--- config.mk ---
export PLATFORM = sky130hd
export DESIGN_NAME = credit_receiver
export DESIGN_NICKNAME = d
export VERILOG_FILES = /design/src/rtl/metro_mpi_pkg.sv /design/src/rtl/credit_fifo.sv /design/src/rtl/credit_receiver.sv
export SDC_FILE = /design/constraint.sdc
export NUM_CORES = 1
export LEC_CHECK = 0
export CAP_MARGIN = 20
export CELL_PAD_IN_SITES_DETAIL_PLACEMENT = 1
export CELL_PAD_IN_SITES_GLOBAL_PLACEMENT = 2
export CORE_MARGIN = 5
export CORE_UTILIZATION = 42
export DETAILED_ROUTE_END_ITERATION = 8
export GPL_TIMING_DRIVEN = 1
export PLACE_DENSITY = 0.81
export SYNTH_ARGS = -nofsm -noshare
export SYNTH_HDL_FRONTEND = slang
export SYNTH_SLANG_ARGS = --single-unit
--- constraint.sdc ---
create_clock -name clk_i -period 3.4 [get_ports clk_i]
set_input_delay 1.02 -clock clk_i [delete_from_list [all_inputs] [get_ports clk_i]]
set_output_delay 1.02 -clock clk_i [all_outputs]
set_load 0.01 [all_outputs]
--- src/rtl/metro_mpi_pkg.sv ---
// Shared types and sizing for the metro MPI credit link.
// Latency: n/a (types and constants only).
// Backpressure: n/a; CREDIT_WIDTH must satisfy 2**CREDIT_WIDTH > RX_FIFO_DEPTH.
package metro_mpi_pkg;

  // Width of the sender's credit counter; must represent every credit the receiver can hold.
  localparam int CREDIT_WIDTH  = 3;

  // Default receive FIFO depth; at least the sender's reset credit (1).
  localparam int RX_FIFO_DEPTH = 4;

  typedef logic [63:0] link_msg_t;

endpackage

--- src/rtl/credit_fifo.sv ---
// Generic synchronous FIFO with occupancy count; head is read combinationally from storage.
// Latency: a push at edge N is visible at the head after edge N; no write-to-read bypass.
// Backpressure: none internally -- the caller must not push when full unless it also pops.
// Ports: clk_i/rstn_i clock and async active-low reset; push_i/push_dat_i write the tail;
//        pop_i advances the head; head_dat_o, full_o, empty_o, count_o report state.
module credit_fifo #(
  parameter  int DEPTH  = 4,
  parameter  int DATA_W = 64,
  localparam int CNT_W  = $clog2(DEPTH + 1),
  localparam int PTR_W  = (DEPTH > 1) ? $clog2(DEPTH) : 1
) (
  input  logic              clk_i,
  input  logic              rstn_i,
  input  logic              push_i,
  input  logic [DATA_W-1:0] push_dat_i,
  input  logic              pop_i,
  output logic [DATA_W-1:0] head_dat_o,
  output logic              full_o,
  output logic              empty_o,
  output logic [CNT_W-1:0]  count_o
);

  logic [DATA_W-1:0] mem [DEPTH];
  logic [PTR_W-1:0]  wr_ptr;
  logic [PTR_W-1:0]  rd_ptr;
  logic [CNT_W-1:0]  count_q;

  // Pointers wrap modulo DEPTH so non-power-of-two depths work.
  function automatic logic [PTR_W-1:0] next_ptr(input logic [PTR_W-1:0] p);
    return (p == PTR_W'(DEPTH - 1)) ? '0 : p + 1'b1;
  endfunction

  always_ff @(posedge clk_i or negedge rstn_i) begin
    if (!rstn_i) begin
      wr_ptr  <= '0;
      rd_ptr  <= '0;
      count_q <= '0;
    end else begin
      if (push_i) wr_ptr <= next_ptr(wr_ptr);
      if (pop_i)  rd_ptr <= next_ptr(rd_ptr);
      case ({push_i, pop_i})
        2'b10:   count_q <= count_q + 1'b1;
        2'b01:   count_q <= count_q - 1'b1;
        default: count_q <= count_q;
      endcase
    end
  end

  // Storage needs no reset: the head is only meaningful while non-empty.
  always_ff @(posedge clk_i) begin
    if (push_i) mem[wr_ptr] <= push_dat_i;
  end

  assign head_dat_o = mem[rd_ptr];
  assign full_o     = (count_q == CNT_W'(DEPTH));
  assign empty_o    = (count_q == '0);
  assign count_o    = count_q;

endmodule

--- src/rtl/credit_receiver.sv ---
// Credit-link receive endpoint: buffers link beats and returns one yummy credit per drained entry.
// Latency: beat pushed at edge N is on valid_o/data_o after edge N; yummy_o is high the cycle after each pop.
// Backpressure: consumer stalls via ready_i; the link is flow-controlled by credits, a beat arriving when full is dropped and flagged.
// Ports: clk_i/rstn_i clock and async active-low reset; valid_i/data_i link beat in; yummy_o credit return;
//        valid_o/data_o/ready_i consumer handshake (data_o is 0 when empty); overflow_o sticky drop flag;
//        count_o occupancy. Define METRO_RECV_PERF_EN to add recv_count_o and stall_count_o.
module credit_receiver
  import metro_mpi_pkg::*;
#(
  parameter  int DEPTH  = RX_FIFO_DEPTH,
  parameter  int DATA_W = 64,
  localparam int CNT_W  = $clog2(DEPTH + 1)
) (
  input  logic              clk_i,
  input  logic              rstn_i,
  input  logic              valid_i,
  input  logic [DATA_W-1:0] data_i,
  output logic              yummy_o,
  output logic [DATA_W-1:0] data_o,
  output logic              valid_o,
  input  logic              ready_i,
  output logic              overflow_o,
  output logic [CNT_W-1:0]  count_o
`ifdef METRO_RECV_PERF_EN
  ,
  output logic [31:0]       recv_count_o,
  output logic [31:0]       stall_count_o
`endif
);

  logic              full;
  logic              empty;
  logic              pop;
  logic              push;
  logic              drop;
  logic [DATA_W-1:0] head_dat;
  logic              yummy_q;
  logic              overflow_q;

  assign pop  = !empty && ready_i;
  // A pop in the same cycle frees a slot, so a full FIFO can still accept.
  assign push = valid_i && (!full || pop);
  assign drop = valid_i && full && !pop;

  credit_fifo #(
    .DEPTH  (DEPTH),
    .DATA_W (DATA_W)
  ) u_fifo (
    .clk_i      (clk_i),
    .rstn_i     (rstn_i),
    .push_i     (push),
    .push_dat_i (data_i),
    .pop_i      (pop),
    .head_dat_o (head_dat),
    .full_o     (full),
    .empty_o    (empty),
    .count_o    (count_o)
  );

  always_ff @(posedge clk_i or negedge rstn_i) begin
    if (!rstn_i) begin
      yummy_q    <= 1'b0;
      overflow_q <= 1'b0;
    end else begin
      yummy_q    <= pop;
      overflow_q <= overflow_q | drop;
    end
  end

  assign yummy_o    = yummy_q;
  assign overflow_o = overflow_q;
  assign valid_o    = !empty;
  assign data_o     = empty ? '0 : head_dat;

`ifdef METRO_RECV_PERF_EN
  logic [31:0] recv_cnt_q;
  logic [31:0] stall_cnt_q;

  always_ff @(posedge clk_i or negedge rstn_i) begin
    if (!rstn_i) begin
      recv_cnt_q  <= '0;
      stall_cnt_q <= '0;
    end else begin
      if (push)              recv_cnt_q  <= recv_cnt_q + 32'd1;
      if (!empty && !ready_i) stall_cnt_q <= stall_cnt_q + 32'd1;
    end
  end

  assign recv_count_o  = recv_cnt_q;
  assign stall_count_o = stall_cnt_q;
`endif

`ifndef SYNTHESIS
  // A drop means the sender spent a credit it did not have.
  always @(posedge clk_i) begin
    if (rstn_i) begin
      assert (!drop)
        else $warning("credit_receiver: beat dropped, sender exceeded its credit");
    end
  end
`endif

endmodule

==> impl_metrics.tcl <==
set metrics [dict create \
    outcome "finished, violations left" \
    failed_checks "setup timing" \
    cts_tree "yes" \
    r2r-end "u_fifo.count_o[1]" \
    area_delta_synth_final_pct 29.6 \
    final_antenna_net_count 0 \
    total_number_of_vias 4907 \
    finalCritPeriodShare 1.00 \
    number_of_global_route_vias_before_repair 5722 \
    wirelength_um 22100 \
    number_of_antenna_violations_at_the_first_check_in_global_routing 2 \
    powerDensity_nw_per_um2 918 \
    core_area_um2 23600 \
    layout_min_cycle_time_ns 3.41 \
    finalNetCount 701 \
    start_point_of_the_worst_hold_path "overflow_o" \
    grt_pass1_wl_um 33900 \
    gpl.final_weighted_congestion 0.711 \
    synthesis.yosys.warnings 0 \
    clock-root-buffer "sky130_fd_sc_hd__clkbuf_16" \
    rsz0062_at_grt "yes" \
    report.power.total_mw 12.1 \
    route.detailed.vias_per_inst 5.07 \
    wl_per_cell_um 22.8 \
    postSynthNetCount 523 \
    tritoncts.num_buffers 28 \
    fp.dieW_um 165 \
    worstPathRequired_ns 2.38 \
    ys.flop_type "sky130_fd_sc_hd__edfxtp_1" \
    multi_input_combinational_cell_area_um2 2110 \
    setup.worst_path.end_class "output port" \
    clk_pin_slew_worst_paths_ns 0.06 \
    grt_remaining_overflow 0 \
    cts.sink_count 265 \
    timing.fmax_ghz 0.294 \
    slew_viol_final 0 \
    design.die.area_um2 27400 \
    worst_hold_path_type "reg2reg" \
    clock_tree.buffer_depth 3 \
    max-slew-margin-rel 0.720 \
    placed_cell_area_um2 12100 \
    ctsHoldBuffers 0 \
    worst_ir_drop_vdd_mv 0.447 \
    tightest_slew_ns 0.419 \
    start_util 0.430 \
    async_flop_share 0.0340 \
    post-dp-hpwl_um 13300 \
    finish.utilization 0.557 \
    critical_path.startpoint_type "flop" \
    h-tree-depth 1 \
    floorplan.io_pins 138 \
    synth_enable_flop_cells 256 \
    worst-setup-path-type "reg2out" \
    hold_depth 1 \
    timing.max_cap.violations 0 \
    worst-r2r-cell-count 7 \
    post_synth_inst_count 448 \
    layout.area.seq_um2 7920 \
    count_of_inserted_antenna_diode_cells 0 \
    static-leakage-power_nw 4.48 \
    fillers 2072 \
    fin_area_um2 13200 \
    post_route_cells_drive_above_1_share 0.248 \
    grt_start_max_net_pins 65 \
    std_cell_rows 56 \
    synth_cell_type_count 20 \
    numPortBuffers 137 \
    timing.clock.skew_ns 0.0116 \
    post-route-worst-setup-slack_ns -0.00645 \
    first_iter_violations 272 \
    gr-usage-all-layers 0.163 \
    remaining_drc_errors 0 \
    synth-seq-cells 265 \
    timing.setup.tns_ns -0.00654 \
    worst_hold_path.endpoint "overflow_o" \
    worst_skew_pair.late_latency_ns 0.52 \
    worst-path-max-fanout 10 \
    seq_area_frac_synth 0.780 \
    post_synthesis_cell_area_um2 10100 \
    drtPass1Iterations 4 \
    finalSetupViolations 2 \
    hold-worst-slack_ns 0.470 \
    dieHeight_um 165 \
    avgSynthCellArea_um2 22.7 \
    reg2reg_setup_slack_ns 1.13 \
    hold_viol 0 \
    reg2reg_from "u_fifo.count_o[0]" \
    cp_data_arrival_time_ns 2.39 \
]
-- how the worst max path moves through the flow --
stage,from,endpoint
global placement,u_fifo.rd_ptr[0],data_o[13]
CTS,u_fifo.rd_ptr[0],data_o[55]
global route,u_fifo.rd_ptr[0],data_o[18]
finish,u_fifo.rd_ptr[0],data_o[21]
detailed placement,ready_i,u_fifo.count_o[2]
floorplan,ready_i,u_fifo.mem[1][0]
-- cell usage after synthesis (2+ instances only) --
cell type | number | area share
sky130_fd_sc_hd__dfrtp_1 | 9 | 0.022
sky130_fd_sc_hd__xor2_1 | 2 | 0.0017
sky130_fd_sc_hd__ha_1 | 6 | 0.0074
sky130_fd_sc_hd__clkbuf_1 | 8 | 0.0030
sky130_fd_sc_hd__nor2_1 | 3 | 0.0011
sky130_fd_sc_hd__mux2_2 | 4 | 0.0044
sky130_fd_sc_hd__buf_2 | 8 | 0.0039
sky130_fd_sc_hd__inv_1 | 6 | 0.0022
sky130_fd_sc_hd__and2_1 | 69 | 0.043
sky130_fd_sc_hd__edfxtp_1 | 256 | 0.76
sky130_fd_sc_hd__mux4_2 | 64 | 0.14
sky130_fd_sc_hd__buf_6 | 5 | 0.0055
-- repair_timing --
item,CTS,global route
buffers inserted,3,12
hold endpoints to repair,0,0
resized for setup,46,51
setup endpoints to repair,64,25
-- kinds of logic (layout without fill, tap and decap cells) --
kind of cell | count (synthesis) | in the layout | share of synthesized area
simple gates | 76 | 76 | 0.0461
buf+inv | 27 | 227 | 0.0147
flops | 265 | 265 | 0.780
compound gates | 2 | 2 | 0.00123
xor+xnor | 3 | 3 | 0.00259
mux | 68 | 68 | 0.146
fa+ha+maj | 7 | 7 | 0.00937
-- metal layers --
layer	share of wire	global-route usage	vias to the layer above	routed length, um
met3	0.056	0.0343	25	1230
met1	0.41	0.211	2586	8980
li1	-	-	2173	-
met2	0.53	0.290	119	11600
met5	0.00095	0	-	21
met4	0.0094	0.0285	4	207
-- worst max-delay path: stages (launching register included) --
cell	delay (ns)
sky130_fd_sc_hd__dfrtp_4	0.48
sky130_fd_sc_hd__buf_8	0.19
sky130_fd_sc_hd__mux4_2	0.52
sky130_fd_sc_hd__and2_1	0.19
sky130_fd_sc_hd__clkdlybuf4s50_1	0.48
-- final cells by class --
cell class                 count  share of cell area
sequential                   265               0.602
multi-input combinational    156               0.160
timing repair buffer         169               0.132
clock buffer                  33              0.0563
tap                          319              0.0303
clock inverter                19              0.0173
inverter                       6             0.00171
-- per-stage QoR --
stage               setup WS (ns)  cells
floorplan                  0.0530    448
CTS                       -0.0888    955
finish                   -0.00645    967
global placement            0.300    900
global route              -0.0888    967
detailed placement          0.221    900
-- layout by cell type, fill, tap and decap left out --
| cell | synthesis | layout |
|---|---|---|
| sky130_fd_sc_hd__edfxtp_1 | 256 | 256 |
| sky130_fd_sc_hd__clkdlybuf4s50_1 | 0 | 90 |
| sky130_fd_sc_hd__and2_1 | 69 | 64 |
| sky130_fd_sc_hd__mux4_2 | 64 | 64 |
| sky130_fd_sc_hd__clkbuf_16 | 0 | 29 |
| sky130_fd_sc_hd__clkdlybuf4s15_1 | 0 | 19 |
| sky130_fd_sc_hd__buf_4 | 0 | 17 |
| sky130_fd_sc_hd__buf_12 | 0 | 12 |
| sky130_fd_sc_hd__dlygate4sd2_1 | 0 | 11 |
| sky130_fd_sc_hd__clkbuf_2 | 0 | 9 |
| sky130_fd_sc_hd__dlymetal6s2s_1 | 0 | 8 |
| sky130_fd_sc_hd__inv_1 | 6 | 6 |
| sky130_fd_sc_hd__ha_1 | 6 | 6 |
| sky130_fd_sc_hd__dfrtp_1 | 9 | 6 |
| sky130_fd_sc_hd__and2_4 | 0 | 5 |
| sky130_fd_sc_hd__bufinv_16 | 0 | 5 |
| sky130_fd_sc_hd__clkinv_1 | 0 | 5 |
| sky130_fd_sc_hd__mux2_2 | 4 | 4 |
| sky130_fd_sc_hd__clkinv_2 | 0 | 4 |
| sky130_fd_sc_hd__clkinvlp_4 | 0 | 4 |
| sky130_fd_sc_hd__clkbuf_1 | 8 | 4 |
| sky130_fd_sc_hd__nor2_1 | 3 | 3 |
| sky130_fd_sc_hd__xor2_1 | 2 | 2 |
| sky130_fd_sc_hd__buf_8 | 0 | 2 |
| sky130_fd_sc_hd__dfrtp_4 | 0 | 2 |
| sky130_fd_sc_hd__or3_4 | 0 | 1 |
| sky130_fd_sc_hd__nor4b_1 | 1 | 1 |
| sky130_fd_sc_hd__nor2b_1 | 1 | 1 |
| sky130_fd_sc_hd__a21o_1 | 1 | 1 |
| sky130_fd_sc_hd__nand2_1 | 1 | 1 |
| sky130_fd_sc_hd__o21ai_0 | 1 | 1 |
| sky130_fd_sc_hd__xnor2_1 | 1 | 1 |
| sky130_fd_sc_hd__fa_1 | 1 | 1 |
| sky130_fd_sc_hd__inv_6 | 0 | 1 |
| sky130_fd_sc_hd__buf_6 | 5 | 1 |
| sky130_fd_sc_hd__dfrtp_2 | 0 | 1 |
-- power breakdown --
group          internal (mW)  total, mW  switching [mW]
Combinational           2.37       4.41            2.03
Clock                   1.94       3.15            1.22
Sequential              4.31       4.52           0.217
-- sequential cells by signal, indices dropped and copies added (netlist names) --
name and flops:
yummy_o 1, u_fifo.wr_ptr 2, u_fifo.mem 256, u_fifo.rd_ptr 2, u_fifo.count_o 3, overflow_o 1
Power figures use the tool's default switching activity.
